### config.mk
export PLATFORM = sky130hd
export DESIGN_NAME = id_ex_cond_stage
export DESIGN_NICKNAME = d
export VERILOG_FILES = /design/src/rtl/id_ex_cond_stage.sv
export SDC_FILE = /design/constraint.sdc
export NUM_CORES = 1
export LEC_CHECK = 0
export ABC_AREA = 1
export CORE_ASPECT_RATIO = 0.75
export CORE_MARGIN = 5
export CORE_UTILIZATION = 43
export CTS_BUF_LIST = sky130_fd_sc_hd__clkbuf_2 sky130_fd_sc_hd__clkbuf_4 sky130_fd_sc_hd__clkbuf_8
export DETAILED_ROUTE_END_ITERATION = 7
export HOLD_SLACK_MARGIN = 0.06
export MAX_ROUTING_LAYER = met4
export PLACE_DENSITY = 0.95
export SYNTH_ARGS = -nofsm -noshare
export SYNTH_HDL_FRONTEND = slang
export SYNTH_SLANG_ARGS = --single-unit
### constraint.sdc
create_clock -name clk -period 4.35 [get_ports clk]
set_input_delay 0.87 -clock clk [delete_from_list [all_inputs] [get_ports clk]]
set_output_delay 0.87 -clock clk [all_outputs]
set_load 0.1 [all_outputs]
### src/rtl/id_ex_cond_stage.sv
// id_ex_cond_stage
//   Execute-stage front end of the pipelined ARM core. Holds the ID/EX
//   pipeline register (decode control bundle + operand data), evaluates the
//   instruction condition field against the architectural NZCV register,
//   updates that register, and produces condition-gated strobes for the
//   EX/MEM register and the hazard unit.
//
// Ports
//   clk, reset                 clock, synchronous active-high reset
//   StallE, FlushE             hold E registers / load a bubble into E
//   *D                         decode-side controls and operand data
//   ALUFlags                   {N,Z,C,V} from the E-stage ALU, same cycle
//   MemtoRegE .. WA3E          registered controls and data
//   CondExE                    condition passed for the instruction in E
//   RegWriteE, MemWriteE,
//   PCSrcE, BranchTakenE       condition-gated strobes
//   Flags                      architectural {N,Z,C,V}
//
// Pipeline control: there is no valid/ready pair here. StallE holds every
// E register (including Flags) for the cycle; FlushE replaces the incoming
// instruction with a bubble. Priority at each edge is reset > FlushE >
// StallE > load. A bubble carries CondE = AL and all strobes at 0.
module id_ex_cond_stage #(
  parameter int WIDTH = 32
) (
  input  logic             clk,
  input  logic             reset,
  input  logic             StallE,
  input  logic             FlushE,
  input  logic             PCSD,
  input  logic             RegWD,
  input  logic             MemWD,
  input  logic             MemtoRegD,
  input  logic             ALUSrcD,
  input  logic             BranchD,
  input  logic             NoWriteD,
  input  logic             IgRnD,
  input  logic [1:0]       FlagWD,
  input  logic [4:0]       ALUControlD,
  input  logic [3:0]       CondD,
  input  logic [WIDTH-1:0] RD1D,
  input  logic [WIDTH-1:0] RD2D,
  input  logic [WIDTH-1:0] ExtImmD,
  input  logic [3:0]       WA3D,
  input  logic [3:0]       ALUFlags,
  output logic             MemtoRegE,
  output logic             ALUSrcE,
  output logic             IgRnE,
  output logic [4:0]       ALUControlE,
  output logic [WIDTH-1:0] RD1E,
  output logic [WIDTH-1:0] RD2E,
  output logic [WIDTH-1:0] ExtImmE,
  output logic [3:0]       WA3E,
  output logic             CondExE,
  output logic             RegWriteE,
  output logic             MemWriteE,
  output logic             PCSrcE,
  output logic             BranchTakenE,
  output logic [3:0]       Flags
);

  localparam logic [3:0] COND_AL = 4'b1110;

  logic [3:0] CondE;
  logic       PCSE;
  logic       RegWE;
  logic       MemWE;
  logic       BranchE;
  logic [1:0] FlagWE;
  logic       NoWriteE;

  // ID/EX register. Reset and flush both produce the bubble encoding.
  always_ff @(posedge clk) begin
    if (reset || FlushE) begin
      CondE       <= COND_AL;
      PCSE        <= 1'b0;
      RegWE       <= 1'b0;
      MemWE       <= 1'b0;
      BranchE     <= 1'b0;
      FlagWE      <= 2'b00;
      NoWriteE    <= 1'b0;
      MemtoRegE   <= 1'b0;
      ALUSrcE     <= 1'b0;
      IgRnE       <= 1'b0;
      ALUControlE <= '0;
      RD1E        <= '0;
      RD2E        <= '0;
      ExtImmE     <= '0;
      WA3E        <= '0;
    end else if (!StallE) begin
      CondE       <= CondD;
      PCSE        <= PCSD;
      RegWE       <= RegWD;
      MemWE       <= MemWD;
      BranchE     <= BranchD;
      FlagWE      <= FlagWD;
      NoWriteE    <= NoWriteD;
      MemtoRegE   <= MemtoRegD;
      ALUSrcE     <= ALUSrcD;
      IgRnE       <= IgRnD;
      ALUControlE <= ALUControlD;
      RD1E        <= RD1D;
      RD2E        <= RD2D;
      ExtImmE     <= ExtImmD;
      WA3E        <= WA3D;
    end
  end

  // Condition evaluation against the architectural flags.
  logic flag_n, flag_z, flag_c, flag_v;
  assign flag_n = Flags[3];
  assign flag_z = Flags[2];
  assign flag_c = Flags[1];
  assign flag_v = Flags[0];

  always_comb begin
    CondExE = 1'b0;
    unique case (CondE)
      4'b0000: CondExE = flag_z;
      4'b0001: CondExE = !flag_z;
      4'b0010: CondExE = flag_c;
      4'b0011: CondExE = !flag_c;
      4'b0100: CondExE = flag_n;
      4'b0101: CondExE = !flag_n;
      4'b0110: CondExE = flag_v;
      4'b0111: CondExE = !flag_v;
      4'b1000: CondExE = flag_c && !flag_z;
      4'b1001: CondExE = !flag_c || flag_z;
      4'b1010: CondExE = (flag_n == flag_v);
      4'b1011: CondExE = (flag_n != flag_v);
      4'b1100: CondExE = !flag_z && (flag_n == flag_v);
      4'b1101: CondExE = flag_z || (flag_n != flag_v);
      4'b1110: CondExE = 1'b1;
      4'b1111: CondExE = 1'b0;
      default: CondExE = 1'b0;
    endcase
  end

  // NoWrite suppresses the register write and the PC write (CMP/TST style).
  assign RegWriteE    = RegWE && CondExE && !NoWriteE;
  assign MemWriteE    = MemWE && CondExE;
  assign PCSrcE       = PCSE && CondExE && !NoWriteE;
  assign BranchTakenE = BranchE && CondExE;

  // Architectural flags. FlushE deliberately does not gate this: the
  // instruction currently in E still commits its flags while the bubble
  // is loaded behind it.
  always_ff @(posedge clk) begin
    if (reset) begin
      Flags <= 4'b0000;
    end else if (!StallE && CondExE) begin
      if (FlagWE[1]) Flags[3:2] <= ALUFlags[3:2];
      if (FlagWE[0]) Flags[1:0] <= ALUFlags[1:0];
    end
  end

endmodule

* Yosys cells after proc, flatten, opt, wreduce, memory -nomap -nowiden
Cells that the tools add are included.
** Storage, ports and cells
- Bits of input ports :: 127
- Bits in registers :: 123
** Operators by class
- Mux-type cells :: 1
- Equality and inequality tests :: 17
- Reductions and logical operators :: 21
** Operators by type and width (number)
- $eq A4 B4 Y1 const B :: 8
- $eq A4 B3 Y1 const B :: 4
- $pmux W1 S16 :: 1
- $logic_and A1 B1 Y1 :: 9
- $eq A4 B2 Y1 const B :: 2
- $logic_not A1 Y1 :: 6
- $eq A4 B1 Y1 const B :: 1
- $logic_not A4 Y1 :: 1
- $reduce_and A2 Y1 :: 2
- $logic_or A1 B1 Y1 :: 3
- $eq A1 B1 Y1 :: 1
- $ne A1 B1 Y1 :: 1

* Depth between registers and ports, before layout
- Depth after elaboration :: 5
- Mapped depth :: 14

* Least setup slack after synthesis
No wires, ideal clock.
- Path type :: reg2out
- From :: register Flags[3]
- To :: output PCSrcE
- Data required time :: 3.480 ns
- Stages on the path, launching flop included :: 13
- Path slack :: 0.055 ns
- Arrival :: 3.425 ns
- Path through :: dfxtp_1 -> inv_1 -> nand2_1 -> nand2_1 -> o21ai_0 -> a21oi_1 -> nand2_1 -> nand2_2 -> nand2_4 -> nand2_2 -> inv_2 -> nand2_1 -> nor2_1
** On the way
- Longest elaborated chain between the ends :: 5
- Elaborated cells between the ends (all ways) :: 8
- Classes of those cells :: eq/ne: 2; mux: 1; reduce/logical: 5
** Ends and longest elaborated chain
- from (decl) :: line 59 : output logic [3:0] Flags
- from (signal assigned) :: line 152 : if (FlagWE[1]) Flags[3:2] <= ALUFlags[3:2];
- $ne A1 B1 Y1 or $eq A1 B1 Y1 (tied branches)
- $logic_or A1 B1 Y1 or $logic_and A1 B1 Y1 (tied branches) :: line 132, 131
- $pmux W1 S16 * :: line 118 : unique case (CondE)
- net CondExE :: line 54 : output logic CondExE,
- $logic_and A1 B1 Y1 * (2 in series) :: line 142 : assign PCSrcE = PCSE && CondExE && !NoWriteE;
- to (decl) :: line 57 : output logic PCSrcE,
Mark *: on every way through the listed nets, which the timed path passes. The rest lies on a longest branch.

* Worst setup path in the final report
- From :: register CondE[0]
- To :: output RegWriteE
** On the way
- Longest elaborated chain between the ends :: 4
- Elaborated cells between the ends (all ways) :: 19
- Classes of those cells :: eq/ne: 15; mux: 1; reduce/logical: 3
** Ends and longest elaborated chain
- from (decl) :: line 64 : logic [3:0] CondE;
- from (signal assigned) :: line 91 : CondE <= CondD;
- $eq A4 B4 Y1 (tied with other cells) :: line 118
- $pmux W1 S16 * :: line 118
- $logic_and A1 B1 Y1 * (2 in series) :: line 140 : assign RegWriteE = RegWE && CondExE && !NoWriteE;
- to (decl) :: line 55 : output logic RegWriteE,
Every way passes the cells marked *; elsewhere a longest branch is shown, timed or not.

==> flow_metrics.py <==
metrics = {
    "critical_path": {
        "r2r_setup_slack_ns": 2.72,
        "crit_path_start_kind": "flop",
        "worstSetupStartpoint": "CondE[0]",
        "path_class": "flop to output pin",
        "worst-r2r-cell-count": 11,
        "end_kind": "output pin",
        "arrival_ns": 2.14,
        "rr_endpoint": "Flags[0]",
        "cp_max_fo": 7,
        "timing.rr.start": "CondE[0]",
        "cp_data_required_time_ns": 3.48,
    },
    "sta": {
        "rsz0062_at_grt": "false",
        "layout_min_cycle_time_ns": 3.01,
        "slew_viol_final": 0,
        "fmax_ghz": 0.333,
        "fin_crit_sh_pct": 69.1,
        "finalSetupViolations": 0,
        "tightest_slew_ns": 1.02,
        "tns_ns": 0,
        "fin_skew_ns": 0.00979,
        "slew_headroom_pct": 31.9,
        "hold_viol": 0,
    },
    "floorplan": {
        "die_area_sq_um": 12500,
        "num_rows": 32,
        "fp.dieH_um": 98.2,
        "die_w_um": 128,
        "pin_count": 244,
        "start_util_pct": 43.7,
        "core_sq_um": 10200,
    },
    "synth": {
        "synthesis.area_sq_um": 4460,
        "yosysMostFrequentCell": "nand2_1",
        "synth-async-reset-ratio_pct": 0,
        "synth-seq-cells": 123,
        "ys_warn_count": 0,
        "ys.flop_type": "dfxtp_1",
        "ys_types": 21,
        "syn_inst": 587,
        "synth_edf_count": 0,
        "ys_top_cells_by_count": "nand2_1, dfxtp_1, a21oi_1",
        "synth_top_area_cell": "dfxtp_1",
        "synth-seq-area-share_pct": 55.2,
        "synth_top_cell_area_share_pct": 55.2,
        "synth_area_per_cell_sq_um": 7.59,
        "synth_area_leaders": "dfxtp_1, nand2_1, a21oi_1",
        "synth.net_count": 714,
    },
    "clock_tree": {
        "postCtsHoldBufs": 0,
        "post_cts.repair.setup_buffers": 0,
        "cts_tree": "built",
        "cts_root_buf": "clkbuf_8",
        "cts.sinks": 123,
        "cts.clk_slew.worst_paths_ns": 0.08,
        "ctsResizeCount": 0,
        "htree_levels": 4,
        "clock_path_buffers": 2,
        "cts_buffers": 17,
        "clock_latency_ns": 0.42,
    },
    "cells_and_area": {
        "num_antenna_cells": 0,
        "nets": 940,
        "layout-drive-gt1-share_pct": 7.38,
        "stdcell_area_sq_um": 7310,
        "area_growth_pct": 64.0,
        "nFillCells": 763,
    },
    "placement": {
        "hpwl_um": 10200,
        "io_buffers": 243,
        "post_dp_cell_area_sq_um": 6910,
        "routabilityCongestion": 0.820,
    },
    "route": {
        "vias": 4663,
        "drtPass1Iterations": 5,
        "drt_iter0_drc": 320,
        "met1Wirelength_um": 5620,
        "via_per_inst": 4.85,
        "drc": 0,
        "wl_met2_um": 7020,
        "ant_nets": 0,
        "topRoutingLayerUsed": "met4",
        "post_drt_wl_per_cell_um": 14.9,
        "wl_um": 14300,
        "wl_met3_um": 1370,
    },
    "power": {
        "max-vdd-ir-drop_v": 0.000220,
        "power_density_nw_per_um2": 376,
        "p_leak_nw": 2.75,
    },
    "job": {
        "cap_viol_max_count": 0,
    },
    "global_route": {
        "grt_usage_pct": 22.6,
        "grt_pass1_vias": 4498,
        "grt_max_degree": 95,
        "grt_first_pass_wirelength_um": 21900,
        "antenna_found_initial": 0,
        "gr-total-overflow": 0,
    },
    "hold_path": {
        "min_path_cells": 2,
        "hp-class": "flop to flop",
        "hp-start": "RD2E[26]",
        "hold_end": "RD2E[26]",
    },
    "run_status": {
        "status": "finished clean",
    },
}
## metrics by stage
stage               setup slack, ns  std cells  utilization, %  hold slack [ns]  power [mW]
floorplan                    0.0545        587               -            0.434        1.56
global placement               1.12        930            67.7            0.445        1.77
detailed placement             1.12        930            67.7            0.450        1.77
CTS                            1.31        962            71.6            0.460        2.77
global route                   1.10        962            71.6            0.477        2.85
finish                         1.34        962            71.6            0.459        2.75
## where the power goes
| part | internal (mW) | switching (mW) | total (mW) |
|---|---|---|---|
| clock network | 0.534 | 0.468 | 1.00 |
| registers | 1.16 | 0.0217 | 1.18 |
| logic | 0.188 | 0.376 | 0.564 |
## layer usage
layer,track usage (%),up-vias
li1,-,2323
met3,7.11,24
met4,8.16,0
met5,-,-
met1,25.8,2107
met2,37.3,209
## final cells by class
class                   count  area, sq um  share of cell area (%)
multi-input cells         411         1780                    24.3
repair buffers            246         2440                    33.4
well taps                 136          170                    2.33
clock inverters            13          145                    1.99
clock buffers              19          255                    3.49
inverters                  14         57.6                   0.787
flip-flops and latches    123         2460                    33.7
## placed cells by master, fill, tap and decap left out
cell | Yosys | routed
dfxtp_1 | 123 | 123
xor2_2 | 1 | 1
nand4_1 | 1 | 1
a21oi_1 | 119 | 119
inv_2 | 6 | 4
o21ai_0 | 4 | 4
clkinv_2 | 0 | 4
bufinv_16 | 0 | 2
clkinv_4 | 0 | 5
clkbuf_8 | 0 | 18
clkinvlp_4 | 0 | 3
inv_1 | 7 | 7
inv_6 | 0 | 1
o22ai_2 | 1 | 1
nor2_2 | 5 | 5
buf_4 | 1 | 9
nand4_2 | 2 | 2
nand3_1 | 5 | 5
clkdlybuf4s50_1 | 0 | 237
nand2_2 | 3 | 3
o211ai_1 | 2 | 2
inv_4 | 1 | 1
nand2_1 | 253 | 253
nor2_1 | 14 | 14
nand2_4 | 1 | 1
clkbuf_4 | 0 | 1
## state kept, by name, summed over array words and instances, names as in the netlist
signal	flops
ALUControlE	5
ALUSrcE	1
BranchE	1
CondE	4
ExtImmE	32
FlagWE	2
Flags	4
IgRnE	1
MemWE	1
MemtoRegE	1
NoWriteE	1
PCSE	1
RD1E	32
RD2E	32
RegWE	1
WA3E	4
## critical path, cell delays in order (launching register included)
cell	delay, ns
dfxtp_1	0.52
inv_4	0.08
a21oi_1	0.14
nand2_1	0.07
nand3_1	0.07
nand2_1	0.05
nand2_1	0.07
nand2_2	0.06
nand2_4	0.08
nand2_2	0.08
inv_2	0.09
nand2_1	0.05
nor2_1	0.08
buf_4	0.29
## worst max-delay path by stage
stage,endpoint,slack [ns],cells after the start
global placement,CondE[3],1.12,5
finish,RegWriteE,1.34,13
detailed placement,RD2E[15],1.12,5
CTS,PCSrcE,1.31,13
global route,RegWriteE,1.10,13
floorplan,PCSrcE,0.05,12
## cells by family (layout without fill, tap and decap cells)
family / after synthesis / in the layout / share of synthesized area [%]
compound gates: 126 / 126 / 14.4
simple gates: 284 / 284 / 25.1
flops: 123 / 123 / 55.2
buf+inv: 53 / 292 / 4.83
xor+xnor: 1 / 1 / 0.365
Note: power is estimated with default switching activity, not from simulation.
